File: config.mk
export PLATFORM = sky130hd
export DESIGN_NAME = comms_tx_scheduler
export DESIGN_NICKNAME = d
export VERILOG_FILES = /design/src/rtl/comms_tx_scheduler.sv
export SDC_FILE = /design/constraint.sdc
export NUM_CORES = 1
export LEC_CHECK = 0
export BUFFER_PORTS_ARGS = -buffer_cell sky130_fd_sc_hd__buf_2
export CAP_MARGIN = 20
export CELL_PAD_IN_SITES_DETAIL_PLACEMENT = 1
export CELL_PAD_IN_SITES_GLOBAL_PLACEMENT = 2
export CORE_UTILIZATION = 40
export DETAILED_ROUTE_END_ITERATION = 16
export PLACE_DENSITY_LB_ADDON = 0.1
export SYNTH_ARGS = -nofsm -noshare
export SYNTH_HDL_FRONTEND = slang
export SYNTH_SLANG_ARGS = --single-unit
File: constraint.sdc
create_clock -name clk -period 3.8 [get_ports clk]
set_input_delay 0.19 -clock clk [delete_from_list [all_inputs] [get_ports clk]]
set_output_delay 0.19 -clock clk [all_outputs]
set_load 0.01 [all_outputs]
File: src/rtl/comms_tx_scheduler.sv
// Transmit request scheduler: FIFO of (dest,len) run through ping/ack/complete with bounded retry and linear backoff.
// Push to tx_start takes 3 edges; req_ready = !full. Optional COMMS_SCHED_STATS_EN adds sent/fail counters.
module comms_tx_scheduler #(
  parameter int DEPTH       = 4,
  parameter int TIMEOUT_CYC = 1024,
  parameter int MAX_RETRY   = 3,
  parameter int BACKOFF_CYC = 16
) (
  input  logic        clk,
  input  logic        rst,
  input  logic [15:0] node_id,
  input  logic [15:0] max_node,
  input  logic        req_valid,
  input  logic [15:0] req_dest,
  input  logic [15:0] req_len,
  output logic        req_ready,
  output logic        tx_start,
  output logic [15:0] tx_dest,
  output logic [15:0] tx_len,
  input  logic        tx_ack,
  input  logic        tx_nack,
  input  logic        tx_complete,
  output logic        sched_busy,
  output logic        done_pulse,
  output logic        err_pulse,
  output logic [1:0]  err_code
`ifdef COMMS_SCHED_STATS_EN
  ,
  output logic [15:0] sent_count,
  output logic [15:0] fail_count
`endif
);

  localparam int AW = $clog2(DEPTH);
  localparam int CW = AW + 1;
  localparam int RW = (MAX_RETRY > 0) ? $clog2(MAX_RETRY + 1) : 1;
  localparam logic [15:0]   TIMER_LAST = 16'(TIMEOUT_CYC - 1);
  localparam logic [RW-1:0] RETRY_MAX  = RW'(MAX_RETRY);
  localparam logic [CW-1:0] FULL_CNT   = CW'(DEPTH);

  typedef struct packed {
    logic [15:0] dest;
    logic [15:0] len;
  } req_t;

  typedef enum logic [2:0] {IDLE, CHECK, ISSUE, WAIT_ACK, BACKOFF, WAIT_DONE} state_t;

  state_t        state, state_nxt;
  req_t          fifo_mem [DEPTH];
  logic [AW-1:0] wr_ptr, rd_ptr;
  logic [CW-1:0] fifo_cnt;
  logic          fifo_empty, fifo_full, push, pop;
  logic [15:0]   timer, bo_cnt, bo_last;
  logic [RW-1:0] retry_cnt;
  logic          bad_req, timer_exp, ack_fail, retry_ok;
  logic [1:0]    err_code_nxt;

  assign fifo_empty = (fifo_cnt == '0);
  assign fifo_full  = (fifo_cnt == FULL_CNT);
  assign push       = req_valid && !fifo_full;
  assign pop        = (state == IDLE) && !fifo_empty;
  assign req_ready  = !fifo_full;
  assign sched_busy = (state != IDLE) || !fifo_empty;

  assign bad_req   = (tx_dest == node_id) || (tx_dest >= max_node) || (tx_len == 16'd0);
  assign timer_exp = (timer == TIMER_LAST);
  // NACK takes priority over a same-cycle ACK
  assign ack_fail  = tx_nack || timer_exp;
  assign retry_ok  = (retry_cnt < RETRY_MAX);
  assign bo_last   = 16'(BACKOFF_CYC * int'(retry_cnt)) - 16'd1;

  always_ff @(posedge clk) begin
    if (push) begin
      fifo_mem[wr_ptr] <= '{dest: req_dest, len: req_len};
    end
  end

  always_ff @(posedge clk) begin
    if (rst) begin
      wr_ptr   <= '0;
      rd_ptr   <= '0;
      fifo_cnt <= '0;
    end else begin
      if (push) wr_ptr <= wr_ptr + 1'b1;
      if (pop)  rd_ptr <= rd_ptr + 1'b1;
      case ({push, pop})
        2'b10:   fifo_cnt <= fifo_cnt + 1'b1;
        2'b01:   fifo_cnt <= fifo_cnt - 1'b1;
        default: fifo_cnt <= fifo_cnt;
      endcase
    end
  end

  always_ff @(posedge clk) begin
    if (rst) state <= IDLE;
    else     state <= state_nxt;
  end

  always_comb begin
    state_nxt = state;
    case (state)
      IDLE:      if (!fifo_empty) state_nxt = CHECK;
      CHECK:     state_nxt = bad_req ? IDLE : ISSUE;
      ISSUE:     state_nxt = WAIT_ACK;
      WAIT_ACK: begin
        if (ack_fail)    state_nxt = retry_ok ? BACKOFF : IDLE;
        else if (tx_ack) state_nxt = WAIT_DONE;
      end
      BACKOFF:   if (bo_cnt == bo_last) state_nxt = ISSUE;
      WAIT_DONE: if (tx_complete || timer_exp) state_nxt = IDLE;
      default:   state_nxt = IDLE;
    endcase
  end

  // Pulses are suppressed while rst is high so an aborted transfer reports nothing
  always_comb begin
    tx_start     = 1'b0;
    done_pulse   = 1'b0;
    err_pulse    = 1'b0;
    err_code_nxt = err_code;
    if (!rst) begin
      case (state)
        ISSUE: tx_start = 1'b1;
        CHECK: begin
          if (bad_req) begin
            err_pulse    = 1'b1;
            err_code_nxt = 2'b01;
          end
        end
        WAIT_ACK: begin
          if (ack_fail && !retry_ok) begin
            err_pulse    = 1'b1;
            err_code_nxt = 2'b10;
          end
        end
        WAIT_DONE: begin
          if (tx_complete) begin
            done_pulse = 1'b1;
          end else if (timer_exp) begin
            err_pulse    = 1'b1;
            err_code_nxt = 2'b11;
          end
        end
        default: ;
      endcase
    end
  end

  always_ff @(posedge clk) begin
    if (rst) begin
      tx_dest   <= '0;
      tx_len    <= '0;
      retry_cnt <= '0;
      timer     <= '0;
      bo_cnt    <= '0;
      err_code  <= '0;
    end else begin
      case (state)
        IDLE: begin
          if (pop) begin
            tx_dest   <= fifo_mem[rd_ptr].dest;
            tx_len    <= fifo_mem[rd_ptr].len;
            retry_cnt <= '0;
          end
        end
        ISSUE: timer <= '0;
        WAIT_ACK: begin
          if (ack_fail) begin
            if (retry_ok) retry_cnt <= retry_cnt + 1'b1;
            bo_cnt <= '0;
          end else if (tx_ack) begin
            timer <= '0;
          end else if (timer != 16'hFFFF) begin
            timer <= timer + 16'd1;
          end
        end
        BACKOFF:   if (bo_cnt != 16'hFFFF) bo_cnt <= bo_cnt + 16'd1;
        WAIT_DONE: if (timer != 16'hFFFF) timer <= timer + 16'd1;
        default: ;
      endcase
      if (err_pulse) err_code <= err_code_nxt;
    end
  end

`ifdef COMMS_SCHED_STATS_EN
  always_ff @(posedge clk) begin
    if (rst) begin
      sent_count <= '0;
      fail_count <= '0;
    end else begin
      if (done_pulse && sent_count != 16'hFFFF) sent_count <= sent_count + 16'd1;
      if (err_pulse && fail_count != 16'hFFFF)  fail_count <= fail_count + 16'd1;
    end
  end
`endif

endmodule

; ---- After elaboration in Yosys (flattened, before gate mapping)
; Memories as Yosys holds them, arrays and structs flattened. A register that Yosys moved wholly into a read port is not among the register bits.
; Index checks and enable logic that the tools add are counted.
[op_classes]
n_reduce_logical = 26
add_sub_neg = 8
muxes = 38
n_lt_le_gt_ge = 2
n_eq_ne = 26
[op_table]
columns = operator, n
row1 = $mux 16, 5
row2 = $pmux 16 s3, 1
row3 = $add 16x1->16 const B, 2
row4 = $eq 16x16->1, 2
row5 = $ne 16x16->1 const B, 2
row6 = $pmux 16 s2, 1
row7 = $ne 2x2->1 const B, 12
row8 = $mux 3, 6
row9 = $pmux 3 s6, 1
row10 = $eq 16x10->1 const B, 1
row11 = $ge 16x16->1, 1
row12 = $logic_not 16->1, 1
row13 = $mux 2, 8
row14 = $mux 1, 12
row15 = $eq 3x3->1 const B, 3
row16 = $reduce_bool 3->1, 3
row17 = $reduce_and 4->1, 2
row18 = $sub 6x1->7 const B, 1
row19 = $add 2x1->2 const B, 3
row20 = $eq 3x2->1 const B, 2
row21 = $logic_not 3->1, 2
row22 = $pmux 2 s3, 1
row23 = $pmux 3 s2, 1
row24 = $reduce_and 6->1, 1
row25 = 15 further kinds, 26
[totals]
elab_cells = 109
output_inout_bits = 39
in_bits = 70
mem_bits_rw = 128
n_memories = 1
register_bits = 46
[memory_table]
columns = name, words, word_bits, rd, rd_clocked_by_memory_dff, wr, line_no
row1 = fifo_mem, 4, 32, 1, 1, 1, 49  ; req_t fifo_mem [DEPTH];

; ---- Depth between registers and ports, before layout
; Gate-level depths: netlist of the first run.
[depth]
depth_word = 7
mapped_depth = 11
mapped_depth_nobuf = 10

; ---- Least setup slack after synthesis of the first run
; Ideal clock, no wire load.
[synth_timing]
kind = flip-flop to flip-flop
from = reg state[0]
to = reg fifo_cnt[2]
slack_ns = 1.103
period_less_slack_ns = 2.697
required_time_ns = 3.730
path_stages_with_launch = 12
arrival_time_ns = 2.627
n_path_buf = 3
setup_ns = 0.070
path_cell_list = dfxtp_1 -> clkbuf_1 -> or4_1 -> clkbuf_1 -> inv_2 -> buf_2 -> ha_1 -> inv_1 -> fa_1 -> xor2_1 -> or3_1 -> a21oi_1
[synth_between]
elab_chain_cells = 4
elab_cells_between_ends = 6
classes_between = eq/ne: 2 / mux: 1 / reduce/logical: 3
[synth_lines]
columns = item, line_no
row1 = from (decl), 48  ; state_t state, state_nxt;
row2 = from (signal assigned), 96  ; else state <= state_nxt;
row3 = $logic_not 3->1 *, 61  ; assign pop = (state == IDLE) && !fifo_empty;
row4 = $logic_and 1x1->1 *, 61
row5 = net pop, 52  ; logic fifo_empty, fifo_full, push, pop;
row6 = $eq 2x1->1 / $eq 2x2->1 (equally long branches), 86  ; case ({push, pop})
row7 = $pmux 3 s2 / $reduce_bool 2->1 (equally long branches), n/a
row8 = to (signal assigned), 87  ; 2'b10: fifo_cnt <= fifo_cnt + 1'b1;
row9 = to (signal assigned), 88  ; 2'b01: fifo_cnt <= fifo_cnt - 1'b1;
row10 = to (signal assigned), 89  ; default: fifo_cnt <= fifo_cnt;
row11 = to (decl), 51  ; logic [CW-1:0] fifo_cnt;
; Mark *: on every way through the listed nets, which the timed path passes. The rest lies on a longest branch.
; A chain may end at the register's enable or synchronous reset.

; ---- Worst setup path in the final report of the first run
[layout_timing]
from = reg tx_dest[13] (read register of fifo_mem)
to = out err_pulse
[layout_between]
elab_chain_cells = 6
elab_cells_between_ends = 7
classes_between = order compare: 1 / eq/ne: 1 / mux: 3 / reduce/logical: 2
[layout_lines]
columns = item, line_no
row1 = from (decl), 18  ; output logic [15:0] tx_dest,
row2 = $ge 16x16->1 / $eq 16x16->1 (equally long branches), 65  ; assign bad_req = (tx_dest == node_id) || (tx_dest >= max_node) || (tx_len == 16'd0);
row3 = $logic_or 1x1->1 * (2 in a row), 65
row4 = $mux 1 *, 125  ; if (bad_req) begin
row5 = $pmux 1 s3 *, 122  ; case (state)
row6 = $mux 1 *, 121  ; if (!rst) begin
row7 = to (decl), 25  ; output logic err_pulse,
; Every way passes the cells marked *; elsewhere a longest branch is shown, timed or not.

==> reports/results.ini, run 1 <==
[critical_path]
crit_family=compound AO/OA/AOI/OAI gates
critPathArrivalTime_ns=2.72
cp.buffers_inverters=1
rr_startpoint=timer[0]
criticalPathCategory=reg -> out
critical_path.endpoint_type=output port
cpPeakStageDelay_ns=0.49
crit_slowest_cell=a2111o_1
path_cells=ha_1 > and4_1 > nand3_1 > a2111oi_0 > a21oi_1 > a2111o_1 > nand2_1 > buf_2
cp_data_required_time_ns=3.61
critical_path.max_fanout=4
start_kind=register
critical_path.startpoint=tx_dest[13]

[layout]
fillers=2291
diodes=0
multi_input_comb_area_mm2=0.003197
layout.core_utilization_pct=49.43
syn2layout_area_growth_pct=21.35
finalNonFillerCells=1147
final_layout_size_suffix_gt1_share_pct=23.18
finalNetCount=946
layout.area.seq_mm2=0.005406

[timing]
worst_relative_slew_slack_pct=38.22
setup_repair_after_global_routing_missed_its_margin=false
finalCriticalPeriod_ns=2.906
setup_violations=0
finalCritPeriodShare_pct=76.46
setup_total_negative_slack_ns=0
timing_worst_slew_pin_value_ns=0.9267
fmax_mhz=344.2
slew_viol_final=0
fin_worst_hold_slack_ns=0.09249
finClkSkew_ns=0.009891
hold_viol=0

[synth]
synth_cell_types=59
netlist.top_cell.by_area=edfxtp_1
commonest_cells_post_synth=128 x edfxtp_1, 82 x nand2_1, 78 x dfxtp_1
synth_seq_area_share_pct=60.99
post_synth.cell_area_avg_um2=12.64
synth.top_cells.by_area=edfxtp_1 43%, dfxtp_1 18%, mux4_2 8.1%, ha_1 3.5%, nand2_1 3.5%
syn_area_mm2=0.008862
synth_top_area_share_pct=43.37
synth_edf_count=128
yosysWarningCount=0
ys.flop_type=edfxtp_1
syn_inst=701
ys_ff_latch=206
async_flop_share_pct=0
synthesis.nets=797
yosysMostFrequentCell=edfxtp_1

[die]
y_dimension_of_the_die_um=150.8
area_of_the_core_mm2=0.02176
die_width_um=150.8
ioPinCount=109
floorplan.rows=54
starting_density_of_the_core_pct=40.73
die_area_mm2=0.02275

[route]
drt-initial-drc-count=203
total_number_of_vias=6084
routed_wl_um=22910
routed_wire_length_per_instance_um=19.97
via_per_inst=5.304
drt_drc_violations_left=0
ant_nets=0
drt_pass1_iterations=4

[global_route]
grt_pass1_wl_um=36120
grt_use_met2_pct=37.04
gr-usage-met3_pct=2.711
maximum_number_of_pins_on_one_net_before_global_route_repair=35
global_route.overflow_total=0
grt_antenna_before_repair=0
met1_usage_pct=26.30
most_utilized_layer_in_the_global_route_result=met2
gr-usage-all-layers_pct=20.86
via_count_of_the_first_global_routing_pass=6512

[placement]
finalWeightedCongestion=0.8518
dpl.hpwl_um=15940
buffer_ports.inserted=108
dpl.cell_count=1073

[worst_hold_path]
hold_class=in -> reg
hold_path.startpoint=tx_complete

[pwr]
ir_drop_mv=0.4005
leakagePower_nw=4.026
report.power.total_mw=7.199
ratio_of_total_power_to_cell_area_mw_per_mm2=669.4

[clock_tree]
numCtsBuffers=23
clock_tree.root_cell=clkbuf_16
post_cts.repair.setup_buffers=0
clock-sinks=206
h_tree_level_count=1
clk-insertion-delay-late_ns=0.52
clk_path_buf_depth=3
cts.reportedPaths.clkPinSlew_ns=0.06
cts_tree=done

[run_status]
run_status=finished, final reports clean

[flow_run]
max_cap_violations=0

==> metrics by stage <==
step	setup slack [ns]	cell area, µm²
2_1_floorplan	1.103	8862
3_3_place_gp	1.381	9716
3_5_place_dp	1.337	9716
4_1_cts	0.8271	10750
5_1_grt	0.6560	10750
6_report	0.8945	10750
==> sequential cells by signal, summed over array words and instances (netlist names) <==
name	flops
bo_cnt	16
err_code	2
fifo_cnt	3
fifo_mem	128
rd_ptr	2
retry_cnt	2
state	3
timer	16
tx_dest	16
tx_len	16
wr_ptr	2
==> placed cells by master (no fill, tap or decap), types with 4 or more instances in the layout <==
cell type and count:
edfxtp_1 128, buf_2 108, nand2_1 82, dfxtp_1 77, a21oi_1 53, nor2_1 47, xor2_1 33, mux4_2 32
dlygate4sd3_1 32, inv_1 28, ha_1 25, clkbuf_16 23, nand3_1 21, nand4_1 15, buf_4 15, and3_1 14
o21ai_0 13, nor4_1 13, nor3_1 9, xnor2_1 9, clkinv_2 7, clkbuf_1 7, or3_1 6, a211oi_1 5
nand2b_1 5, nor2b_1 4, and4_1 4
==> final timing paths <==
check,slack (ns),cells past startpoint,end
max,0.89,8,err_pulse
max reg2reg,1.32,7,timer[9]
min reg2reg,0.48,2,tx_len[13]
min,0.09,4,err_code[0]
==> per-layer routing <==
metal / vias to the layer above / wire (µm)
li1: 2883 / -
met1: 3069 / 10160
met2: 94 / 11590
met3: 38 / 541
met4: 0 / 623
met5: - / 0
==> worst min-delay path: stages <==
cell and delay, ns:
buf_2 0.12, nor4b_1 0.08, a21oi_1 0.11, o21ai_0 0.07
==> final cells by class <==
type                            instances  share of cell area (%)
Clock buffer                           32                   5.852
Clock inverter                         10                  0.8261
Inverter                               29                   1.012
Multi-Input combinational cell        435                   29.73
Sequential cell                       206                   50.27
Tap cell                              280                   3.258
Timing Repair Buffer                  155                   9.052
==> cell families (layout without fill, tap and decap cells) <==
logic type / Yosys count / in the layout / share of synthesized area, %
and+or+nand+nor: 233 / 233 / 12.75
DFF: 206 / 206 / 60.99
AOI/OAI and AO/OA: 100 / 100 / 7.031
buffers and inverters: 60 / 226 / 2.937
xor gates and xnor gates: 42 / 42 / 4.151
muxes: 34 / 34 / 8.386
adders and majority gates: 26 / 26 / 3.755
==> repair_timing <==
action / CTS / global route
endpoints found under the hold margin: 128 / 0
hold buffers: 32 / 0
gates resized for setup: 0 / 0
endpoints found under the setup margin: 0 / 0
==> report_power, final <==
part           internal, mW  total (mW)  switching (mW)
Combinational         0.805        2.01            1.20
Clock                  1.23        2.13           0.900
Sequential             2.75        3.06           0.306
Total                  4.79        7.20            2.41
Power figures use the tool's default switching activity.
==> run 2, diff against run 1 <==
==> constraint.sdc (replaced) <==
create_clock -name clk -period 3 [get_ports clk]
set_input_delay 0.15 -clock clk [delete_from_list [all_inputs] [get_ports clk]]
set_output_delay 0.15 -clock clk [all_outputs]
set_load 0.01 [all_outputs]
==> reports/results.ini, run 2 (same netlist as run 1, synthesis figures left out) <==
[route]
routed_wl_um=22830
drt_pass1_iterations=10
drt_drc_violations_left=1
routed_wire_length_per_instance_um=19.96
ant_nets=0
total_number_of_vias=6049
via_per_inst=5.288
drt-initial-drc-count=261

[critical_path]
regToRegSetupSlack_ns=0.64
rr_startpoint=timer[0]
critical_path.endpoint_type=output port
crit_family=compound AO/OA/AOI/OAI gates
start_kind=register
worstRegToRegCells=7
cp.buffers_inverters=1
path_cells=ha_1 > and4_1 > nand3_1 > a2111oi_0 > a21oi_1 > a2111o_1 > nand2_1 > buf_2
criticalPathCategory=reg -> out
crit_slowest_cell=a2111o_1
cpPeakStageDelay_ns=0.49
reg2reg_to=bo_cnt[15]
critical_path.max_fanout=4
critPathArrivalTime_ns=2.65
cp_data_required_time_ns=2.85

[worst_hold_path]
worstHoldPathCells=4
hold_class=in -> reg
hold_path.startpoint=tx_complete
hold_path_end=err_code[0]

[timing]
timing_worst_slew_pin_value_ns=0.6147
finalCriticalPeriod_ns=2.798
worst_relative_slew_slack_pct=58.97
slew_viol_final=0
finalCritPeriodShare_pct=93.28
hold_viol=0
setup_repair_after_global_routing_missed_its_margin=false
setup_total_negative_slack_ns=0
setup_violations=0
fmax_mhz=357.4
finClkSkew_ns=0.01170

[layout]
layout_commonest_cell=edfxtp_1
syn2layout_area_growth_pct=22.02
biggest_register=fifo_mem
layout.area.seq_mm2=0.005406
finalNetCount=943
largest_register_ff_count=128
multi_input_comb_area_mm2=0.003209
fillers=2241
most-common-layout-cells=128 x edfxtp_1, 108 x buf_2, 82 x nand2_1
diodes=0
layout.core_utilization_pct=49.71
final_layout_size_suffix_gt1_share_pct=23.15

[global_route]
maximum_number_of_pins_on_one_net_before_global_route_repair=38
via_count_of_the_first_global_routing_pass=6540
global_route.overflow_total=0
grt_pass1_wl_um=35720
gr-usage-all-layers_pct=20.66
grt_antenna_before_repair=0

[die]
starting_density_of_the_core_pct=40.73
area_of_the_core_mm2=0.02176
die_width_um=150.8
die_area_mm2=0.02275
y_dimension_of_the_die_um=150.8
ioPinCount=109
floorplan.rows=54

[clock_tree]
clk-insertion-delay-late_ns=0.51
h_tree_level_count=1
post_cts.repair.setup_buffers=0
clock-sinks=206
clk_path_buf_depth=3
numCtsBuffers=23
clock_tree.root_cell=clkbuf_16
cts_tree=done
cts.reportedPaths.clkPinSlew_ns=0.06

[run_status]
run_status=finished, violations left
failed_checks=DRC

[pwr]
ir_drop_mv=0.5453
leakagePower_nw=4.035
ratio_of_total_power_to_cell_area_mw_per_mm2=860.7

[placement]
buffer_ports.inserted=108
dpl.hpwl_um=15560
finalWeightedCongestion=0.8185

[flow_run]
max_cap_violations=0

run 2: worst max-delay path by stage:
stage	slack (ns)	endpoint	start	depth (start not counted)
4_1_cts	0.04	err_pulse	tx_len[15]	6
6_report	0.20	err_pulse	tx_dest[12]	8
3_3_place_gp	0.51	err_pulse	tx_len[15]	6
2_1_floorplan	0.30	fifo_cnt[2]	state[0]	11
5_1_grt	0.04	err_pulse	tx_dest[0]	9
3_5_place_dp	0.61	err_pulse	tx_len[15]	6
run 2: where the power goes:
| group | internal (mW) | switching, mW | total, mW | leakage (nW) |
|---|---|---|---|---|
| clock network | 1.70 | 1.12 | 2.82 | 0.377 |
| registers | 3.49 | 0.387 | 3.88 | 1.81 |
| logic | 1.04 | 1.57 | 2.61 | 1.85 |
run 2: layout make-up:
class | count | area share, %
Multi-Input combinational cell | 435 | 29.68
Sequential cell | 206 | 49.99
Clock buffer | 29 | 5.623
Tap cell | 280 | 3.240
Timing Repair Buffer | 152 | 9.025
Inverter | 29 | 1.007
Clock inverter | 13 | 1.435
run 2: tightest hold or removal path, cell delays in order:
cell and delay (ns):
buf_2 0.11, nor4b_2 0.05, a21oi_1 0.11, o21ai_0 0.08
run 2: through the flow:
step                      hold WS (ns)  area [µm²]  instances  setup WS [ns]  power, mW
final                          0.03963       10810       1144         0.2016      9.308
after global routing           0.05066       10810       1144        0.03881      9.808
after CTS                      0.01878       10800       1144        0.03871      9.430
after detailed placement        0.3679        9718       1070         0.6116      6.545
after global placement          0.3587        9718       1070         0.5142      6.455
after floorplan                 0.2489        8862        701         0.3027      5.449
run 2: what timing repair did:
action	CTS	global route
setup endpoints to repair	0	1
hold buffers	32	0
endpoints found under the hold margin	128	0
resized for setup	0	2
run 2: per-layer routing:
| layer | wire [µm] | GRT usage, % | share of wire, % | up-vias |
|---|---|---|---|---|
| met3 | 604 | 3.042 | 2.6 | 30 |
| met2 | 11540 | 36.19 | 51 | 88 |
| met5 | 0 | 0 | 0 | - |
| met1 | 10180 | 26.62 | 45 | 3045 |
| met4 | 500 | 5.550 | 2.2 | 0 |
| li1 | - | - | - | 2886 |
==> run 3, diff against run 2 <==
==> constraint.sdc (replaced) <==
create_clock -name clk -period 3 [get_ports clk]
set_input_delay 0.6 -clock clk [delete_from_list [all_inputs] [get_ports clk]]
set_output_delay 0.6 -clock clk [all_outputs]
set_load 0.01 [all_outputs]
==> reports/results.ini, run 3 (same netlist as run 1, synthesis figures left out) <==
[die]
die_area_mm2=0.02275
y_dimension_of_the_die_um=150.8
die_width_um=150.8
area_of_the_core_mm2=0.02176
starting_density_of_the_core_pct=40.73
ioPinCount=109
floorplan.rows=54

[global_route]
maximum_number_of_pins_on_one_net_before_global_route_repair=57
global_route.overflow_total=0
via_count_of_the_first_global_routing_pass=6286
grt_antenna_before_repair=1
grt_pass1_wl_um=34210
gr-usage-all-layers_pct=19.65

[clock_tree]
clk_path_buf_depth=3
clock_tree.root_cell=clkbuf_16
cts_tree=done
numCtsBuffers=23
clk-insertion-delay-late_ns=0.52
cts.reportedPaths.clkPinSlew_ns=0.06
h_tree_level_count=1
clock-sinks=206

[placement]
place_area_mm2=0.009818
place_worst_setup_slack_ns=-0.07067
dpl.hpwl_um=14980
finalWeightedCongestion=0.7867
buffer_ports.inserted=108

[critical_path]
cpPeakStageDelay_ns=0.48
cp_data_required_time_ns=2.40
rr_startpoint=state[2]
reg2reg_to=fifo_cnt[2]
critPathArrivalTime_ns=2.47
start_kind=register
crit_slowest_cell=a2111o_1
criticalPathCategory=reg -> out
regToRegSetupSlack_ns=0.57
critical_path.max_fanout=4
cp-endpoint=err_pulse
worstRegToRegCells=8
critical_path.startpoint=tx_dest[5]
path_cells=ha_4 > and3_4 > nand3_4 > a2111oi_4 > a21oi_2 > a2111o_1 > nand2_2 > buf_6
critical_path.endpoint_type=output port

[route]
routed_wire_length_per_instance_um=19.62
routed_wl_um=22170
ant_nets=0
via_per_inst=5.267
drt_drc_violations_left=0
drt-initial-drc-count=211
total_number_of_vias=5952
drt_pass1_iterations=4

[layout]
final_layout_size_suffix_gt1_share_pct=29.41
biggest_register=fifo_mem
layout_commonest_cell=edfxtp_1
largest_register_ff_count=128
most-common-layout-cells=128 x edfxtp_1, 107 x buf_2, 80 x nand2_1
finalNetCount=929
diodes=0
syn2layout_area_growth_pct=21.87
final_design_area_no_fill_mm2=0.01080

[run_status]
run_status=finished, violations left
failed_checks=setup timing

[pwr]
ratio_of_total_power_to_cell_area_mw_per_mm2=869.9
ir_drop_mv=0.5996
report.power.total_mw=9.395
leakagePower_nw=3.983

[timing]
fmax_mhz=326.2
layout_setup_ws_ns=-0.06565
hold_viol=0
timing_worst_slew_pin_value_ns=0.7056
slew_viol_final=0
finClkSkew_ns=0.01204
finalCritPeriodShare_pct=102.2
finalCriticalPeriod_ns=3.066
setup_violations=1
setup_repair_after_global_routing_missed_its_margin=true
worst_relative_slew_slack_pct=52.96

[flow_run]
max_cap_violations=0

[worst_hold_path]
worstHoldPathCells=1
hold_class=in -> reg

-- run 3: changes by cell type in the layout (fill, tap and decap cells not counted), sizes merged --
cell	delta
clkbuf	+3
buf	+18
bufinv	-2
dlygate4sd3	-32
clkinv	-1
-- run 3: worst max-delay path, delay by kind of cell (launching register included) --
kind	cells	cell delay [ns]
compound gates	3	0.85
fa+ha+maj	1	0.27
flops	1	0.37
buf+inv	1	0.10
simple gates	3	0.36
-- run 3: repair_timing --
item                                   4_1_cts  5_1_grt
setup endpoints to repair                    1        1
hold buffers                                 0        0
endpoints found under the hold margin        0        0
resized for setup                           29       22
buffers inserted                             1        2
pin swaps                                    5        4
-- run 3: worst min-delay path by stage --
stage / startpoint / end / slack [ns]
after detailed placement: tx_len[12] / tx_len[12] / 0.47
after floorplan: timer[1] / timer[1] / 0.45
after global placement: timer[1] / timer[1] / 0.46
after CTS: req_dest[5] / fifo_mem[3][21] / 0.27
final: req_dest[5] / fifo_mem[3][21] / 0.29
after global routing: req_len[13] / fifo_mem[2][13] / 0.28
-- run 3: power breakdown --
group,total (mW),internal (mW),switching [mW]
sequential,3.85,3.51,0.344
clock,2.62,1.52,1.10
combinational,2.93,1.25,1.68
-- run 3: area by class of cell --
cell class / count / area, µm²
inverters: 29 / 108.9
well taps: 280 / 350.3
clock inverters: 10 / 91.34
repair buffers: 138 / 788.3
fillers: 2261 / 10960
multi-input cells: 435 / 3426
clock buffers: 32 / 609.3
flip-flops and latches: 206 / 5426
-- run 3: metrics by stage --
stage | instances | hold WS (ns) | setup TNS [ns] | util [%]
floorplan | 701 | 0.4492 | 0 | -
global placement | 1085 | 0.4597 | -0.05781 | 45.13
detailed placement | 1085 | 0.4684 | -0.07067 | 45.13
CTS | 1128 | 0.2710 | -0.08045 | 48.99
global route | 1130 | 0.2814 | -0.1711 | 49.64
finish | 1130 | 0.2944 | -0.06565 | 49.64
-- run 3: routing by layer --
layer	wire length [µm]	GRT usage, %	share of wire, %
met3	624	2.982	2.8
met5	12	0	0.054
met1	9568	24.28	43
met4	427	4.250	1.9
met2	11540	36.03	52
